<file path="src/rtl/uart_pkg.sv">
// Shared types and sampling constants for the UART receive path.
package uart_pkg;

  typedef enum logic [1:0] {
    IDLE,
    START,
    DATA,
    STOP
  } rx_state_t;

  localparam int OVER_SAMPLE = 16;
  localparam int MID_SAMPLE  = 7;
  localparam int LAST_SAMPLE = OVER_SAMPLE - 1;

endpackage

</file>
<file path="src/rtl/rx_sync_fifo.sv">
// First-word fall-through FIFO with array storage and a registered head word.
module rx_sync_fifo #(
  parameter int SIZE_DATA  = 8,
  parameter int SIZE_DEPTH = 16
) (
  input  logic                 i_clk,
  input  logic                 i_rst,
  input  logic                 i_wr_en,
  input  logic [SIZE_DATA-1:0] i_wr_data,
  input  logic                 i_rd_en,
  output logic [SIZE_DATA-1:0] o_rd_data,
  output logic                 o_empty,
  output logic                 o_full
);

  localparam int AW = $clog2(SIZE_DEPTH);

  logic [SIZE_DATA-1:0] mem [SIZE_DEPTH];
  logic [AW:0]          wr_ptr_reg, wr_ptr_next;
  logic [AW:0]          rd_ptr_reg, rd_ptr_next;
  logic [SIZE_DATA-1:0] rd_data_reg;
  logic                 wr_go, rd_go, head_bypass;

  assign o_empty = (wr_ptr_reg == rd_ptr_reg);
  assign o_full  = (wr_ptr_reg[AW] != rd_ptr_reg[AW]) &&
                   (wr_ptr_reg[AW-1:0] == rd_ptr_reg[AW-1:0]);

  // A full FIFO is never empty, so a valid pop always frees the slot being written.
  assign rd_go = i_rd_en && !o_empty;
  assign wr_go = i_wr_en && (!o_full || rd_go);

  assign wr_ptr_next = wr_ptr_reg + (AW+1)'(wr_go);
  assign rd_ptr_next = rd_ptr_reg + (AW+1)'(rd_go);

  // The incoming word becomes the head when it lands where the next head is read.
  assign head_bypass = wr_go && (wr_ptr_reg[AW-1:0] == rd_ptr_next[AW-1:0]);

  always_ff @(posedge i_clk) begin
    if (wr_go) begin
      mem[wr_ptr_reg[AW-1:0]] <= i_wr_data;
    end
  end

  always_ff @(posedge i_clk) begin
    if (i_rst) begin
      wr_ptr_reg  <= '0;
      rd_ptr_reg  <= '0;
      rd_data_reg <= '0;
    end else begin
      wr_ptr_reg <= wr_ptr_next;
      rd_ptr_reg <= rd_ptr_next;
      if (head_bypass) begin
        rd_data_reg <= i_wr_data;
      end else if (rd_go) begin
        rd_data_reg <= mem[rd_ptr_next[AW-1:0]];
      end
    end
  end

  assign o_rd_data = rd_data_reg;

endmodule

</file>
<file path="src/rtl/uart_rx_block.sv">
// 8N1 UART receiver: 16x oversampling from a free-running tick, FIFO-buffered
// bytes and sticky framing/overrun flags for the host.
module uart_rx_block
  import uart_pkg::*;
#(
  parameter int SIZE_DATA      = 8,
  parameter int BAUDRATE_VALUE = 325,
  parameter int SIZE_DEPTH     = 16
) (
  input  logic                 i_clk,
  input  logic                 i_rst,
  input  logic                 i_rx_serial,
  input  logic                 i_rd_en,
  input  logic                 i_clr_err,
  output logic [SIZE_DATA-1:0] o_rx_data,
  output logic                 o_rx_done,
  output logic                 o_fifo_empty,
  output logic                 o_fifo_full,
  output logic                 o_frame_err,
  output logic                 o_overrun
);

  localparam int TICK_W      = (BAUDRATE_VALUE > 0) ? $clog2(BAUDRATE_VALUE + 1) : 1;
  localparam int N_W         = (SIZE_DATA > 1) ? $clog2(SIZE_DATA) : 1;
  localparam int SYNC_STAGES = 2;

  logic [TICK_W-1:0]    tick_cnt_reg;
  logic                 w_stick;
  logic                 sync_reg [SYNC_STAGES];
  logic                 rx_s;
  rx_state_t            state_reg, state_next;
  logic [3:0]           s_cnt_reg, s_cnt_next;
  logic [N_W-1:0]       n_cnt_reg, n_cnt_next;
  logic [SIZE_DATA-1:0] data_sr_reg, data_sr_next;
  logic                 stop_sample;
  logic                 push, frame_err_set, overrun_set;
  logic                 rx_done_reg, frame_err_reg, overrun_reg;
  logic                 fifo_full;

  assign w_stick = (tick_cnt_reg == TICK_W'(BAUDRATE_VALUE));

  always_ff @(posedge i_clk) begin
    if (i_rst || w_stick) begin
      tick_cnt_reg <= '0;
    end else begin
      tick_cnt_reg <= tick_cnt_reg + TICK_W'(1);
    end
  end

  // Synchronizer chain idles high so reset never looks like a start bit.
  generate
    for (genvar gi = 0; gi < SYNC_STAGES; gi++) begin : g_sync
      if (gi == 0) begin : g_first
        always_ff @(posedge i_clk) begin
          if (i_rst) sync_reg[gi] <= 1'b1;
          else       sync_reg[gi] <= i_rx_serial;
        end
      end else begin : g_next
        always_ff @(posedge i_clk) begin
          if (i_rst) sync_reg[gi] <= 1'b1;
          else       sync_reg[gi] <= sync_reg[gi-1];
        end
      end
    end
  endgenerate

  assign rx_s = sync_reg[SYNC_STAGES-1];

  assign stop_sample = (state_reg == STOP) && w_stick && (s_cnt_reg == 4'(LAST_SAMPLE));

  always_ff @(posedge i_clk) begin
    if (i_rst) begin
      state_reg   <= IDLE;
      s_cnt_reg   <= '0;
      n_cnt_reg   <= '0;
      data_sr_reg <= '0;
    end else begin
      state_reg   <= state_next;
      s_cnt_reg   <= s_cnt_next;
      n_cnt_reg   <= n_cnt_next;
      data_sr_reg <= data_sr_next;
    end
  end

  always_comb begin
    state_next    = state_reg;
    s_cnt_next    = s_cnt_reg;
    n_cnt_next    = n_cnt_reg;
    data_sr_next  = data_sr_reg;
    push          = 1'b0;
    frame_err_set = 1'b0;
    overrun_set   = 1'b0;
    case (state_reg)
      IDLE: begin
        if (!rx_s) begin
          s_cnt_next = '0;
          state_next = START;
        end
      end
      START: begin
        if (w_stick) begin
          if (s_cnt_reg == 4'(MID_SAMPLE)) begin
            if (!rx_s) begin
              s_cnt_next = '0;
              n_cnt_next = '0;
              state_next = DATA;
            end else begin
              state_next = IDLE;
            end
          end else begin
            s_cnt_next = s_cnt_reg + 4'd1;
          end
        end
      end
      DATA: begin
        if (w_stick) begin
          if (s_cnt_reg == 4'(LAST_SAMPLE)) begin
            s_cnt_next   = '0;
            data_sr_next = {rx_s, data_sr_reg[SIZE_DATA-1:1]};
            if (n_cnt_reg == N_W'(SIZE_DATA - 1)) begin
              state_next = STOP;
            end else begin
              n_cnt_next = n_cnt_reg + N_W'(1);
            end
          end else begin
            s_cnt_next = s_cnt_reg + 4'd1;
          end
        end
      end
      STOP: begin
        if (w_stick) begin
          if (stop_sample) begin
            s_cnt_next = '0;
            state_next = IDLE;
            // A same-cycle host read frees a slot even when the FIFO is full.
            if (!rx_s) begin
              frame_err_set = 1'b1;
            end else if (fifo_full && !i_rd_en) begin
              overrun_set = 1'b1;
            end else begin
              push = 1'b1;
            end
          end else begin
            s_cnt_next = s_cnt_reg + 4'd1;
          end
        end
      end
      default: state_next = IDLE;
    endcase
  end

  always_ff @(posedge i_clk) begin
    if (i_rst) begin
      rx_done_reg   <= 1'b0;
      frame_err_reg <= 1'b0;
      overrun_reg   <= 1'b0;
    end else begin
      rx_done_reg <= push;
      if (frame_err_set)  frame_err_reg <= 1'b1;
      else if (i_clr_err) frame_err_reg <= 1'b0;
      if (overrun_set)    overrun_reg <= 1'b1;
      else if (i_clr_err) overrun_reg <= 1'b0;
    end
  end

  rx_sync_fifo #(
    .SIZE_DATA  (SIZE_DATA),
    .SIZE_DEPTH (SIZE_DEPTH)
  ) u_fifo (
    .i_clk     (i_clk),
    .i_rst     (i_rst),
    .i_wr_en   (push),
    .i_wr_data (data_sr_reg),
    .i_rd_en   (i_rd_en),
    .o_rd_data (o_rx_data),
    .o_empty   (o_fifo_empty),
    .o_full    (fifo_full)
  );

  assign o_fifo_full = fifo_full;
  assign o_rx_done   = rx_done_reg;
  assign o_frame_err = frame_err_reg;
  assign o_overrun   = overrun_reg;

endmodule

</file>
<file path="config.mk">
export PLATFORM = sky130hd
export DESIGN_NAME = uart_rx_block
export DESIGN_NICKNAME = d
export VERILOG_FILES = /design/src/rtl/uart_pkg.sv /design/src/rtl/rx_sync_fifo.sv /design/src/rtl/uart_rx_block.sv
export SDC_FILE = /design/constraint.sdc
export NUM_CORES = 1
export LEC_CHECK = 0
export CELL_PAD_IN_SITES_DETAIL_PLACEMENT = 0
export CELL_PAD_IN_SITES_GLOBAL_PLACEMENT = 1
export CORE_UTILIZATION = 50
export CTS_CLUSTER_SIZE = 28
export DETAILED_ROUTE_END_ITERATION = 8
export GPL_TIMING_DRIVEN = 0
export PLACE_DENSITY_LB_ADDON = 0.12
export SLEW_MARGIN = 5
export SYNTH_ARGS = -nofsm -noshare
export SYNTH_HDL_FRONTEND = slang
export SYNTH_SLANG_ARGS = --single-unit
</file>
<file path="constraint.sdc">
create_clock -name i_clk -period 10.7 [get_ports i_clk]
set_input_delay 3.21 -clock i_clk [delete_from_list [all_inputs] [get_ports i_clk]]
set_output_delay 3.21 -clock i_clk [all_outputs]
set_load 0.03 [all_outputs]
</file>
==> metrics.md, run 1 <==
| Metric | Value |
|---|---|
| WS Path Type | in2reg |
| Most frequent cells in the layout | 128 x edfxtp_1, 49 x dfxtp_1, 42 x nor2_1 |
| Die ar. | 0.0152 mm² |
| Multi-input logic area | about 0.0024 mm² |
| Clock Pin Slew Worst Setup and Hold Paths | 70 ps |
| Initial antenna violation count | 0 |
| Least-Margin Pin Slew | 1260 ps |
| Most common cell after layout, fill and taps aside | edfxtp_1 |
| Worst Hold Path EP | sync_reg[1] |
| Number of synthesized register bits | 177 |
| Routability cong. | ~0.78 |
| Syn Inst Count | 483 |
| Post-CTS setup buffers | 0 |
| Synth unique cells | 55 |
| Hold_buf cts | 0 |
| Main synth FF type | edfxtp_1 |
| WHS Path Cells | 1 |
| Rows | 43 |
| Number of routed nets with antenna violations | 0 |
| CP bufs+invs | 3 |
| Pwr Density | 160 mW/mm² |
| Final critical-path setup slack | around 4200 ps |
| Syn Nets | 497 |
| I/O pin count | 18 |
| Met1 usage | 0.295 |
| Crit end category | register |
| Vias in the first global route | between 4000 and 5000 |
| Grt ovf | 0 |
| CP startpoint kind | primary input |
| Worst-path fanout max | 9 |
| Final HPWL DP | 9.64 mm |
| FF-to-FF path depth | 13 |
| Tmin final | around 6500 ps |
| Diodes inserted | 0 |
| Drt drc | 0 |
| Max rail drop VDD | 0.133 mV |
| Drt first pass iters | 5 |
| Avg Vias per Cell | 5.75 |
| Layout cells sized above 1 | 0.190 |
| Final setup violation count | 0 |
| Max FFs per register | about 130 |
| Avg Inst Size Synth | 15.2 µm² |
| Pre-CTS setup slack | around 3800 ps |
| Port buffer count | 17 |
| Fmax | 0.155 GHz |
| Slowest Stage Delay on Critical Path | 830 ps |
| Core Region | 0.0141 mm² |
| Initial Util | 0.522 |
| Die span in y | 123 µm |
| CP required | roughly 11000 ps |
| H-tree depth | 4 |
| Ys async rst share | 0 |
| NumNets Final | 537 |
| Overall routing resource usage | 0.210 |
| Delay-heaviest family, CP | XOR/XNOR gates |
| Drt total wl | 14.7 mm |
| CTS Root Cell | clkbuf_16 |
| Worst clock skew | ~6.6 ps |
| CP max stage cell | xor2_1 |
| Reg2reg start | u_fifo.wr_ptr_reg[0] |
| Sequential share of the synthesized area | 0.655 |
| CTS tree | yes |
| Post-synth EDFFs | 128 |
| Crit Reg-Reg Endpoint | u_fifo.o_rd_data[1] |
| Largest net degree at the start of global routing | 20 |
| Grt met2 use | 0.328 |
| Deepest clock path buffer count | 2 |
| RSZ-0062 raised after global routing | false |
| Final Max Slew Viols | 0 |
| Area grow syn2layout | 14.0% |
| Leak | around 2.8 nW |
| FF-to-FF setup slack | 5890 ps |
| GR met3 Demand/Resource | 0.0498 |
| WP data arrival | 6810 ps |
| Layout fillers | roughly 1100 |
| Top cell by count, worst path | ha_1 |
| HP Class | reg2reg |
| Relative slew slack | 0.152 |
| Yosys warnings | 0 |
| Cts repair resizes | 0 |
| Sequential Area | 0.00482 mm² |
| Outcome | completed |
| Final worst-path cycle share | 0.604 |
| Clk_lat worst skew | 420 ps |
| CTS buffer count | 17 |
| Worst-path cell chain | clkdlybuf4s50_1 > o21ai_2 > inv_2 > ha_1 > ha_1 > xor2_1 > xnor2_1 > nand4_1 > or3b_1 > buf_6 > a31oi_4 |
| Synth Cell Area | approximately 0.0074 mm² |
| Die W | between 100 and 150 µm |
| Fin. Hold Viols | 0 |
| Post-Route Setup TNS | 0 ps |
| Average wire per standard cell | just over 20 µm |
| CTS Sinks | 177 |
| First-pass GRT wire length | about 23 mm |
| Detailed Route Iter0 Violations | around 340 |
| Global route hottest layer | met2 |
| Min-delay src | sync_reg[0] |
| Via count | 4116 |
| Max cap viols | 0 |
logic make-up after synthesis:
logic type | synth area share
compound gates | 0.0545
mux | 0.135
flops | 0.655
fa+ha+maj | 0.0153
simple gates | 0.0895
xor+xnor | 0.0297
buf+inv | 0.0209
power by group:
group | switching [mW] | leakage (nW) | internal [mW]
clock | 0.254 | 0.269 | 0.344
combinational | 0.00945 | 0.901 | 0.00632
sequential | 0.00165 | 1.58 | 0.727
total | 0.265 | 2.75 | 1.08
per-layer routing:
metal,share of wire,vias to the layer above
li1,-,1936
met1,0.47,2087
met2,0.48,77
met3,0.037,16
met4,0.012,0
met5,0,-
worst reg2reg max path: stages, from the launching register on:
cell and delay, ps:
dfxtp_1 330, clkbuf_1 450, xor2_1 130, or4_4 550, o21ai_2 380, inv_2 180
ha_1 230, ha_1 210, xor2_1 840, xnor2_1 200, nand4_1 390, or3b_1 510
buf_6 150, a31oi_4 170
cell usage after synthesis, drive strengths merged, types with 4 or more instances:
master	n	share of area
nand3	10	0.0068
dfxtp	49	0.13
mux2i	17	0.023
edfxtp	128	0.52
nor2	42	0.021
nand4b	4	0.0048
or2	5	0.0042
nand2b	7	0.0059
nor3	5	0.0056
buf	14	0.011
mux2	9	0.014
a21oi	8	0.0054
o211ai	8	0.0082
inv	7	0.0036
mux4	32	0.098
clkbuf	13	0.0066
xor2	17	0.020
o21ai	6	0.0046
nor2b	5	0.0042
nand2	27	0.014
a31oi	8	0.0088
xnor2	8	0.0095
nand4	5	0.0042
o31ai	9	0.0092
ha	9	0.015
metrics by stage:
step           hold slack [ps]  total power [mW]  area (µm²)  instances  utilization
3_3_place_gp               393             0.759        7760        680        0.550
5_1_grt                    436              1.38        8390        716        0.595
2_1_floorplan              389             0.754        7360        483            -
3_5_place_dp               402             0.759        7810        684        0.554
6_report                   417              1.34        8390        716        0.595
4_1_cts                    420              1.35        8380        716        0.595
worst max path at each step:
stage | start | end | slack [ps] | depth (start not counted)
final | i_rd_en | u_fifo.o_rd_data[1] | 4230 | 11
after global routing | i_rd_en | u_fifo.o_rd_data[6] | 4000 | 11
after CTS | i_rd_en | u_fifo.o_rd_data[1] | 4230 | 11
after detailed placement | i_rd_en | u_fifo.o_rd_data[1] | 3820 | 11
after global placement | i_rd_en | u_fifo.o_rd_data[1] | 3850 | 11
after floorplan | i_rd_en | u_fifo.o_rd_data[1] | 5090 | 9
area by class of cell:
| class | instances | share of cell area |
|---|---|---|
| sequential | 177 | 0.575 |
| buffer | 27 | 0.0152 |
| multi-input combinational | 272 | 0.288 |
| clock buffer | 19 | 0.0516 |
| timing repair buffer | 21 | 0.0239 |
| inverter | 7 | 0.00313 |
| clock inverter | 13 | 0.0161 |
| tap | 180 | 0.0268 |
No activity file was read; power rests on OpenSTA's default activity.
==> run 2, diff against run 1 <==
==> constraint.sdc (replaced) <==
create_clock -name i_clk -period 6.1 [get_ports i_clk]
set_input_delay 1.83 -clock i_clk [delete_from_list [all_inputs] [get_ports i_clk]]
set_output_delay 1.83 -clock i_clk [all_outputs]
set_load 0.03 [all_outputs]
==> results of run 2 <==
The final DEF is identical to that of run 1. Status: completed.
Main changes from that run: setup slack after placement 3820 ps -> 596 ps; setup slack after layout 4230 ps -> 1010 ps; register-to-register setup slack 5890 ps -> 1290 ps; total power 1.34 mW -> 2.35 mW; worst IR drop on VDD 0.133 mV -> 0.233 mV
==> patch, RTL diff (config.mk and constraints of run 2) <==
`SIZE_DATA` is set to 8 in 2 places; all go to 4.
--- a/src/rtl/rx_sync_fifo.sv
+++ b/src/rtl/rx_sync_fifo.sv
@@ -1,6 +1,6 @@
 // First-word fall-through FIFO with array storage and a registered head word.
 module rx_sync_fifo #(
-  parameter int SIZE_DATA  = 8,
+  parameter int SIZE_DATA  = 4,
   parameter int SIZE_DEPTH = 16
 ) (
   input  logic                 i_clk,
--- a/src/rtl/uart_rx_block.sv
+++ b/src/rtl/uart_rx_block.sv
@@ -3,7 +3,7 @@
 module uart_rx_block
   import uart_pkg::*;
 #(
-  parameter int SIZE_DATA      = 8,
+  parameter int SIZE_DATA      = 4,
   parameter int BAUDRATE_VALUE = 325,
   parameter int SIZE_DEPTH     = 16
 ) (
Interface: changed (resized o_rx_data); port bits go from 18 to 14. No check against the original RTL was run, so the function may have changed too.
==> patch against run 2 <==
  * Core utilization decreased by 2.5 points
  * Critical path depth is the same
  * Final area fell by 40%
  * Via count is 36% lower
  * Sequential cell count is 73 lower
  * Wire length decreased by 40%
  * Area after synthesis down 38%
  * Power down 49%
  * Worst setup slack better by 230 ps
  * Critical path type unchanged
  * Largest cell class unchanged
  * Largest power group unchanged
  * Highest routed layer unchanged
==> patch: results (changes against run 2) <==
[status]
status=completed  ; unchanged

[pwr]
vdd_drop_max_uv=144.7  ; was 233.4 uV
clk_pwr_uw=429  ; was 1.05 mW
p_total_mw=1.192  ; was 2.354 mW

[global_routing]
grt.met1_usage_pct=29.80  ; was 29.46%
globalRouteMet2Util_pct=31.09  ; was 32.75%
global_route_wire_length_before_repair_um=14480  ; was 22530 um
groute.usage.overall_pct=20.22  ; was 21.01%

[routing]
detailedRoute.firstIterationViolations=116  ; was 336
wl_met3_um=310  ; was 547 um
drt_pass1_iterations=4  ; was 5
post_drt_via_cell_ratio=5.623  ; was 5.749

[placement]
placed_cell_area_um2=4801  ; was 7814 um2
dp_slack_ps=853.6  ; was 596.5 ps
place.detailed.hpwl_um=6103  ; was 9635 um
place_congestion=0.8097  ; was 0.7767
numPlacedInstances=454  ; was 684
io_buffers=13  ; was 17

[clocking]
htree_levels=3  ; was 4
clk_root_buffer_cell=sky130_fd_sc_hd__clkbuf_8  ; was sky130_fd_sc_hd__clkbuf_16
cts-buffers-inserted=9  ; was 17
insertion_delay_ps=350  ; was 420 ps

[finish]
number_of_nets_in_the_final_layout=370  ; was 537
layout-drive-gt1-share_pct=14.92  ; was 19.03%
stdcell_count=470  ; was 716
largest_register_ffs=64  ; was 128

[worst_setup_path]
worstPathMaxFanout=10  ; was 9
timing.rr.end=u_fifo.o_rd_data[3]  ; was u_fifo.o_rd_data[1]
critical_path.max_stage_delay_ps=550  ; was 830 ps
timing.rr.start=u_fifo.wr_ptr_reg[3]  ; was u_fifo.wr_ptr_reg[0]
timing.critical_path.max_delay_family=buffers and inverters  ; was XOR/XNOR gates

[synth]
yosys-top-cells-count=sky130_fd_sc_hd__edfxtp_1 (64), sky130_fd_sc_hd__dfxtp_1 (40), sky130_fd_sc_hd__nor2_1 (35), sky130_fd_sc_hd__mux2i_1 (20)  ; was sky130_fd_sc_hd__edfxtp_1 (128), sky130_fd_sc_hd__dfxtp_1 (49), sky130_fd_sc_hd__nor2_1 (42), sky130_fd_sc_hd__mux4_2 (32), sky130_fd_sc_hd__nand2_1 (27)
synth-adder-area-share_pct=2.207  ; was 1.529%
yosysUniqueCellTypes=60  ; was 55
seq_area_frac_synth_pct=60.03  ; was 65.52%
synth-compound-area-share_pct=5.048  ; was 5.455%
mappedNetlistNets=346  ; was 497

[sta]
fin_hold_ws_ps=423.8  ; was 417.5 ps
worst-slew-pin-transition_ps=847.4  ; was 1262 ps
skew_ps=6.329  ; was 6.605 ps

==> patch: cell count changes after synthesis, sizes merged, moves of 6 or more <==
cell and change:
nand2 -14, edfxtp -64, o211ai -7, nor2 -7
mux4 -16, buf -6, clkbuf -6, dfxtp -9
mux2 -8
==> patch: layout make-up <==
class	count	area share [%]
Buffer	15	1.377
Clock buffer	10	2.554
Clock inverter	6	1.377
Inverter	7	0.5508
Multi-Input combinational cell	207	34.35
Sequential cell	104	54.48
Tap cell	108	2.704
Timing Repair Buffer	13	2.604
==> patch: worst max-delay path by stage <==
stage                                endpoint  depth (start not counted)    start  slack, ps
after detailed placement  u_fifo.o_rd_data[3]                         11  i_rd_en        850
after CTS                 u_fifo.o_rd_data[3]                         11  i_rd_en       1210
after global routing      u_fifo.o_rd_data[3]                         11  i_rd_en       1000
after floorplan           u_fifo.o_rd_data[0]                         10  i_rd_en       2120
after global placement    u_fifo.o_rd_data[3]                         11  i_rd_en        820
final                     u_fifo.o_rd_data[3]                         11  i_rd_en       1240
